$ cat config.mk
export PLATFORM = sky130hd
export DESIGN_NAME = uc_sequencer
export DESIGN_NICKNAME = d
export VERILOG_FILES = /design/src/rtl/uc_sequencer.sv
export SDC_FILE = /design/constraint.sdc
export NUM_CORES = 1
export LEC_CHECK = 0
export CORE_MARGIN = 1.5
export CORE_UTILIZATION = 45
export DETAILED_ROUTE_END_ITERATION = 8
export HOLD_SLACK_MARGIN = 0.03
export PLACE_DENSITY = 0.64
export SKIP_CTS_REPAIR_TIMING = 1
export SLEW_MARGIN = 20
export SYNTH_ARGS = -nofsm -noshare
export SYNTH_HDL_FRONTEND = slang
export SYNTH_SLANG_ARGS = --single-unit
$ cat constraint.sdc
create_clock -name clk -period 3.7 [get_ports clk]
set_clock_uncertainty 0.15 [all_clocks]
set_input_delay 0.74 -clock clk [delete_from_list [all_inputs] [get_ports clk]]
set_output_delay 0.74 -clock clk [all_outputs]
set_load 0.01 [all_outputs]
$ cat src/rtl/uc_sequencer.sv
// Micro-sequencer: runs a 16-entry program of ALU / RAM-write / RAM-read / HALT
// instructions against an external microcontroller, three cycles per instruction.
// Optional result signature register enabled by defining UC_SEQ_SIG_EN.
module uc_sequencer #(
    parameter logic [3:0] LAST_PC = 4'd15
) (
    input  logic        clk,
    input  logic        rst,
    input  logic        start,
    input  logic        prog_we,
    input  logic [3:0]  prog_addr,
    input  logic [11:0] prog_data,
    output logic [3:0]  A,
    output logic [3:0]  B,
    output logic [1:0]  opcode,
    output logic [3:0]  ram_addr,
    output logic [3:0]  ram_din,
    output logic        ram_we,
    input  logic [3:0]  alu_result,
    input  logic [3:0]  ram_dout,
    output logic        busy,
    output logic        done,
    output logic        res_valid,
    output logic [3:0]  res_data,
    output logic [3:0]  res_pc,
    output logic [3:0]  sig,
    output logic [2:0]  dbg_state
);

    typedef enum logic [2:0] {
        IDLE    = 3'd0,
        ISSUE   = 3'd1,
        SETTLE  = 3'd2,
        CAPTURE = 3'd3,
        DONE    = 3'd4
    } state_t;

    localparam logic [1:0] K_ALU  = 2'b00;
    localparam logic [1:0] K_WR   = 2'b01;
    localparam logic [1:0] K_RD   = 2'b10;
    localparam logic [1:0] K_HALT = 2'b11;

    state_t      state;
    state_t      state_next;
    logic [3:0]  pc;
    logic [3:0]  pc_next;
    logic [11:0] ir;
    logic [11:0] mem [16];

    logic [1:0] kind;
    logic [1:0] op;
    logic [3:0] f1;
    logic [3:0] f2;
    logic       active;

    assign kind = ir[11:10];
    assign op   = ir[9:8];
    assign f1   = ir[7:4];
    assign f2   = ir[3:0];

    assign dbg_state = state;

    // Program memory is deliberately not reset so a program survives rst.
    always_ff @(posedge clk) begin
        if (!rst && state == IDLE && prog_we) begin
            mem[prog_addr] <= prog_data;
        end
    end

    always_ff @(posedge clk) begin
        if (rst) begin
            state <= IDLE;
            pc    <= 4'd0;
            ir    <= 12'd0;
        end else begin
            state <= state_next;
            pc    <= pc_next;
            if (state_next == ISSUE) begin
                ir <= mem[pc_next];
            end
        end
    end

    always_comb begin
        state_next = state;
        pc_next    = pc;
        case (state)
            IDLE: begin
                if (start) begin
                    state_next = ISSUE;
                    pc_next    = 4'd0;
                end
            end
            ISSUE:   state_next = (kind == K_HALT) ? DONE : SETTLE;
            SETTLE:  state_next = CAPTURE;
            CAPTURE: begin
                if (pc == LAST_PC) begin
                    state_next = DONE;
                end else begin
                    state_next = ISSUE;
                    pc_next    = pc + 4'd1;
                end
            end
            DONE:    state_next = IDLE;
            default: state_next = IDLE;
        endcase
    end

    assign active = (state == ISSUE) || (state == SETTLE) || (state == CAPTURE);

    // Operand fields are only meaningful while an instruction is in flight.
    always_comb begin
        A         = 4'd0;
        B         = 4'd0;
        opcode    = 2'd0;
        ram_addr  = 4'd0;
        ram_din   = 4'd0;
        ram_we    = 1'b0;
        res_valid = 1'b0;
        res_data  = 4'd0;
        res_pc    = 4'd0;
        if (active) begin
            case (kind)
                K_ALU: begin
                    A      = f1;
                    B      = f2;
                    opcode = op;
                end
                K_WR: begin
                    ram_addr = f1;
                    ram_din  = f2;
                    ram_we   = (state == ISSUE);
                end
                K_RD: begin
                    ram_addr = f1;
                end
                default: begin
                end
            endcase
        end
        if (state == CAPTURE && kind == K_ALU) begin
            res_valid = 1'b1;
            res_data  = alu_result;
            res_pc    = pc;
        end else if (state == CAPTURE && kind == K_RD) begin
            res_valid = 1'b1;
            res_data  = ram_dout;
            res_pc    = pc;
        end
    end

    assign busy = (state != IDLE);
    assign done = (state == DONE);

`ifdef UC_SEQ_SIG_EN
    logic [3:0] sig_q;

    always_ff @(posedge clk) begin
        if (rst) begin
            sig_q <= 4'd0;
        end else if (state == IDLE && start) begin
            sig_q <= 4'd0;
        end else if (res_valid) begin
            sig_q <= sig_q ^ res_data;
        end
    end

    assign sig = sig_q;
`else
    assign sig = 4'd0;
`endif

endmodule

* Word level (Yosys, flattened, before mapping) *
Memories as Yosys holds them, arrays and structs flattened. A register that Yosys moved wholly into a read port is not among the register bits.
Index checks and enable logic that the tools add are counted.

word-level totals
  output and inout port bits = 37
  register bits after elaboration = 7
  word-level logic and storage cells = 51
  memory bits (read-only) = 0
  memories kept = 1
  input port bits = 28
  RAM bits = 192
  bits in latches = 0

memories
  memory  words  bits a word  read ports  clocked after Yosys merged registers in  wr ports  line  source
  mem     16     12           1           1                                        1         48    logic [11:0] mem [16];

operators by class
  multiplexer cells = 27
  shifts and indexed selects = 0
  add/sub/neg operators = 1
  bitwise logic cells = 0
  div/mod/pow operators = 0
  multipliers = 0
  equal/unequal tests = 9
  reduce and logical (&&, ||, !) cells = 11
  $lt $le $gt $ge = 0

operators by type and width
  kind                                                                   number
  4-bit 2-to-1 mux                                                       14
  3-bit case mux with 4 select lines                                     1
  3-bit 2-to-1 mux                                                       3
  4-bit case mux with 2 select lines                                     1
  3-bit by 1-bit equality test with 1-bit output, second input constant  2
  3-bit by 2-bit equality test with 1-bit output, second input constant  2
  1-bit 2-to-1 mux                                                       6
  4-bit by 1-bit adder with 4-bit output, second input constant          1
  2-bit equality test, second input constant                             2
  4-bit equality test, second input constant                             1
  1-bit logical AND                                                      4
  2-bit 2-to-1 mux                                                       2
  3-bit equality test, second input constant                             1
  3-bit zero test                                                        1
  3-bit nonzero test                                                     1
  2-bit by 1-bit equality test with 1-bit output, second input constant  1
  2-bit zero test                                                        1
  1-bit logical OR                                                       2
  2-bit OR reduction                                                     1
  1-bit zero test                                                        1

* Longest topological paths before layout *
Gate-level depths: netlist (run 1).

  depth in word-level cells = 5
  gate-level depth with buffers = 11
  depth with buffers taken out = 7

* Worst setup path after synthesis (run 1) *
No wires, ideal clock.

  path type = input to register
  start point = in rst
  end point = mem mem[0][0] (enable)
  slack = 771 ps
  arrival time = 2383 ps
  cell stages on the path = 4
  setup time = 396 ps
  data required time = 3154 ps
  buffers on the path = 0
  path through = nor4_1 nand2_1 or3_1 nor3_1

between the ends
  cells in the longest elaborated chain, start to end = 5

RTL lines
  item                                    line  source
  from (decl)                             8     input logic rst,
  1-bit zero test                         65    if (!rst && state == IDLE && prog_we) begin
  1-bit logical AND (2 in series)         65
  1-bit 2-to-1 mux                        65
  1-bit 2-to-1 mux (not written as such)  66    mem[prog_addr] <= prog_data;
  to (decl)                               48

Every way passes these cells.

* Worst setup path after layout (run 1) *
  start point = reg state[1], in the netlist dbg_state[1]
  end point = reg ir[10] (read register of mem)

between the ends
  cells in the longest elaborated chain, start to end = 3
  elaborated cells on any way between the ends = 8
  classes of those cells = 4 x eq/ne; 3 x mux; 1 x reduce/logical

RTL lines
  item                                                                    line  source
  from (decl)                                                             43    state_t state;
  from (signal assigned)                                                  76    state <= state_next;
  3-bit by 2-bit equality test with 1-bit output (tied with other cells)  87    case (state)
  3-bit case mux with 4 select lines                                      87
  3-bit by 1-bit equality test with 1-bit output                          78    if (state_next == ISSUE) begin
  to (decl)                                                               47    logic [11:0] ir;

Several ways; a longest one is shown, not always the timed one.
A chain may end at the register's enable or synchronous reset.

==> results.yml, run 1 <==
run_status:
  outcome: "finished, final reports clean"
floorplanning:
  die_y_um: 149
  initial_core_util_pct: 45.7
  ioPinCount: 65
  die_w_um: 149
  dieArea_um2: 22100
  core-area_um2: 20900
  num_rows: 53
timing:
  min_period_ps: 3590
  hold_viol: 0
  fmax_mhz: 279
  finalSetupViolations: 0
  rsz0062_at_grt: "no"
  slew_viol_final: 0
  holdWs_ps: 416
  slew_headroom_pct: 39.1
  post-route-period-util_pct: 97.0
  tns_ps: 0
  tightestPinTransition_ps: 909
global_route:
  grt_pass1_wl_um: 37900
  grt_max_degree: 48
  grt_overflow: 0
  grt_antenna_before_repair: 0
  gr-usage-all-layers_pct: 22.9
  grt_pass1_vias: 6258
logic_synthesis:
  syn_area_per_cell_um2: 12.6
  netlist_area_um2: 9550
  async_flop_share_pct: 0
  synthCells: 757
  synth_top_cell_area_share_pct: 60.4
  ys.flop_type: "edfxtp_1"
  synth-warning-count: 0
  synth.distinct_cells: 70
  synth_area_leader_cell: "edfxtp_1"
  ys_seq_area_share_pct: 64.4
  synth-seq-cells: 211
  synth_edf_count: 192
  synth_most_common_cell: "edfxtp_1"
  synth_common_cells: "edfxtp_1, nand2_1, a21oi_1"
  synth_area_leaders: "edfxtp_1, nand2_1, dfxtp_1"
setup_path:
  worstSetupEndpoint: "ir[10]"
  critical-path-top-delay-family: "simple AND/OR/NAND/NOR gates"
  critical_path_required_ps: 3900
  timing.rr.start: "dbg_state[1]"
  end_kind: "register"
  arrival_ps: 3790
  path_max_fanout: 34
  cp-start-kind: "register"
  critPathLaunch: "dbg_state[1]"
  worst-path-stages: 6
  path_buf_inv: 0
  r2r-end: "ir[10]"
  max_stage_delay_ps: 780
  ff2ff_setup_slack_ps: 110
  cp_cell_sequence: "and3b_1, nand3_2, nand2_4, a211oi_1, o41ai_1, nor3_2"
  path_class: "register to register"
  cpMaxStageDelayCell: "o41ai_1"
  worstRegToRegCells: 6
run:
  cap_viol_max_count: 0
min_path:
  whs_path_depth: 2
  min-delay-start: "ir[8]"
  hold_path.class: "register to register"
cells_and_area:
  final_util_pct: 53.0
  nets: 853
  syn_to_final_growth_pct: 16.0
  fin_area_um2: 11100
  drive_above_1_share_pct: 12.4
  num_antenna_cells: 0
clocking:
  cts_sinks: 211
  clock_latency_ps: 490
  clk_pin_slew_ps: 70
  cts_tree: "done"
  htree_levels: 1
  root_buffer: "clkbuf_16"
  numCtsBuffers: 21
  clockBufferDepth: 3
placement:
  numPortBuffers: 60
  hpwlAfterDp_um: 16500
  placed_cell_area_um2: 10500
  gp_congestion: 0.909
pwr:
  vdd_ir_drop_max_uv: 326
  cellPowerDensity_nw_per_um2: 448
  total_power_uw: 4960
  leakage_uw: 0.00362
detailed_routing:
  finalWirelength_um: 25500
  ant_nets: 0
  vias: 6771
  drtIter0Drc: 697
  routedWlPerCell_um: 23.0
  drc: 0
  routed_via_density: 6.12
  dr.pass1.iters: 5
==> placed cells by master (no fill, tap or decap), drive strengths merged, types with 14 or more instances in the layout <==
master         synthesis  final
clkbuf                25     24
o32ai                 14     14
clkdlybuf4s50          0     60
edfxtp               192    192
a22oi                 16     16
nor4                  15     15
nand2                145    145
a21oi                 43     43
dfxtp                 19     19
buf                   36     38
nor2                  27     27
and2                  22     22
nand3                 40     40
a32oi                 24     24
==> worst min path at each step <==
| stage | end | slack, ps |
|---|---|---|
| 2_1_floorplan | ir[9] | 360 |
| 3_3_place_gp | ir[8] | 410 |
| 3_5_place_dp | ir[8] | 410 |
| 4_1_cts | ir[8] | 420 |
| 5_1_grt | ir[8] | 470 |
| 6_report | ir[8] | 420 |
==> power by group <==
| group | internal (µW) | switching, µW |
|---|---|---|
| clock network | 1100 | 841 |
| registers | 2630 | 30.1 |
| logic | 139 | 220 |
| total | 3870 | 1090 |
==> state kept, by name, indices dropped and copies added, names as in the netlist <==
register	flops
mem	192
pc	4
ir	12
dbg_state	3
==> worst register-to-register path, delay by kind of cell (launching register included) <==
kind	cells	cell delay, ps
flip-flops	1	660
AO/OA/AOI/OAI	2	900
AND/OR/NAND/NOR	4	1720
==> kinds of logic after synthesis <==
| logic type | share of synthesized area, % |
|---|---|
| muxes | 0.577 |
| other | 0.0393 |
| and+or+nand+nor | 15.1 |
| adders and majority gates | 0.655 |
| DFF | 64.4 |
| AOI/OAI and AO/OA | 15.0 |
| xor gates and xnor gates | 0.184 |
| buffers and inverters | 4.06 |
==> cell type report <==
class	instances	area [µm²]
Tap cell	275	344
Clock inverter	10	73.8
Sequential cell	211	6150
Multi-Input combinational cell	482	3040
Timing Repair Buffer	98	911
Fill cell	1757	9810
Inverter	6	22.5
Clock buffer	24	537
==> stage by stage <==
stage          instances  worst slack [ps]
6_report            1106               111
5_1_grt             1106              15.3
4_1_cts             1106               167
3_5_place_dp        1072               250
3_3_place_gp        1072               259
2_1_floorplan        760               771
==> routing by layer <==
layer  wire length, µm  global-route usage [%]  up-vias
met5                 0                       0        -
li1                  -                       -     3037
met2             11700                    36.3      396
met3              2210                    3.83       48
met1             10700                    32.4     3290
met4               829                    7.57        0
No activity file was read; power rests on OpenSTA's default activity.
==> inputs of run 2 (changes only) <==
- DONT_BUFFER_PORTS: unset -> 1
- PLACE_DENSITY: 0.64 -> 0.6
==> run 2 against run 1 <==
Net effect: final area is 4.9% lower; die area stayed put; combinational power is 28% lower; critical path depth is 1 higher; largest cell class unchanged; setup slack better by 270 ps; worst hold slack worse by 270 ps; first-iteration DRC count is 11% higher.
==> results.yml, run 2 (same netlist as run 1, synthesis figures left out) <==
setup_path:
  critical-path-top-delay-family: "simple AND/OR/NAND/NOR gates"
  max_stage_delay_ps: 620
  end_kind: "register"
  cp-start-kind: "register"
  critical_path_required_ps: 3930
  path_class: "register to register"
  arrival_ps: 3550
  worstRegToRegCells: 7
  worst-path-stages: 7
  path_max_fanout: 12
  cpMaxStageDelayCell: "o32ai_1"
  path_buf_inv: 0
  cp_cell_sequence: "ha_1, and3_1, nor2_2, nor2_1, o311a_1, o32ai_1, nor4_2"
cells_and_area:
  final_cell_mix: "edfxtp_1, nand2_1, a21oi_1"
  syn_to_final_growth_pct: 10.3
  layout_commonest_cell: "edfxtp_1"
  largest_register_ffs: 192
  fillers: 1798
  nets: 788
  num_antenna_cells: 0
  multiInputGateArea_um2: 3040
  fin_area_um2: 10500
  regArea_um2: 6150
  drive_above_1_share_pct: 13.3
  reg.largest.list: "mem x192, ir x12, pc x4"
  largest-register: "mem"
clocking:
  htree_levels: 1
  root_buffer: "clkbuf_16"
  clock_latency_ps: 510
  cts_sinks: 211
  numCtsBuffers: 24
  cts_tree: "done"
  clk_pin_slew_ps: 60
  clockBufferDepth: 3
floorplanning:
  initial_core_util_pct: 45.7
  ioPinCount: 65
  core-area_um2: 20900
  die_y_um: 149
  dieArea_um2: 22100
  num_rows: 53
  die_w_um: 149
global_route:
  grt_overflow: 0
  grt_pass1_wl_um: 38400
  grt_antenna_before_repair: 0
  grt_pass1_vias: 6193
  gr-usage-all-layers_pct: 23.2
  grt_max_degree: 48
min_path:
  hold_path.class: "input pin to register"
  whs_path_depth: 1
detailed_routing:
  met3_length_um: 2340
  wl_met1_um: 10900
  wl_met2_um: 11500
  vias: 6467
  drtIter0Drc: 776
  ant_nets: 0
  routed_via_density: 6.17
  drc: 0
  routedWlPerCell_um: 24.3
  finalWirelength_um: 25500
  dr.pass1.iters: 5
  top_layer: "met4"
timing:
  slew_viol_final: 0
  fmax_mhz: 301
  tightestPinTransition_ps: 875
  tns_ps: 0
  setup_ws_ps: 381
  hold_viol: 0
  post-route-period-util_pct: 89.7
  min_period_ps: 3320
  finalSetupViolations: 0
  rsz0062_at_grt: "no"
  slew_headroom_pct: 41.5
pwr:
  p_clk_share_pct: 43.0
  leakage_uw: 0.00343
  total_power_uw: 5120
  cellPowerDensity_nw_per_um2: 486
  p_comb_share_pct: 5.1
  seqPwrFrac_pct: 51.9
  p_switching_uw: 1110
  intPower_uw: 4010
  vdd_ir_drop_max_uv: 309
  p_sw_share_pct: 21.6
placement:
  hpwlAfterDp_um: 16100
  placed_cell_area_um2: 9790
  numPortBuffers: 0
  gp_congestion: 0.843
  pre_cts_slack_ps: 382
run:
  cap_viol_max_count: 0
run_status:
  outcome: "finished, final reports clean"
==> run 2: changes by cell type in the layout (fill, tap and decap cells not counted), sizes merged <==
cell           before  now
clkbuf             24   35
bufinv              1    0
buf                38   30
clkdlybuf4s50      60    0
==> run 2: power groups by stage <==
stage               clock (µW)  sequential, µW  combinational, µW
floorplan                    0            2690                202
global placement             0            2710                254
detailed placement           0            2710                256
CTS                       2240            2660                258
global route              2330            2660                282
finish                    2200            2660                259
==> run 2: final cells by class <==
type | count | share of cell area, %
sequential | 211 | 58.3
multi-input combinational | 482 | 28.9
clock buffer | 35 | 6.58
tap | 275 | 3.27
timing repair buffer | 30 | 2.26
clock inverter | 9 | 0.439
inverter | 6 | 0.214
==> run 2: path summary, 6_finish.rpt <==
path,slack [ps],endpoint,from
max,380,ir[4],pc[0]
max reg2reg,380,ir[4],pc[0]
min reg2reg,440,ir[2],ir[2]
min,140,dbg_state[0],rst
==> run 2: per-layer routing <==
metal  vias to the layer above  GRT usage [%]
met3                        38           4.14
li1                       2915              -
met4                         0           7.62
met1                      3173           33.3
met5                         -              0
met2                       341           36.0
==> run 2: worst register-to-register path: stages, from the launching register on <==
cell and delay [ps]:
dfxtp_1 310, ha_1 290, and3_1 380, nor2_2 600
nor2_1 390, o311a_1 380, o32ai_1 620, nor4_2 70
==> run 2: stage by stage <==
| stage | util [%] | hold WS (ps) | instances |
|---|---|---|---|
| after floorplan | - | 358 | 760 |
| after global placement | 46.9 | 410 | 1004 |
| after detailed placement | 46.9 | 415 | 1004 |
| after CTS | 50.4 | 131 | 1048 |
| after global routing | 50.4 | 130 | 1048 |
| final | 50.4 | 142 | 1048 |
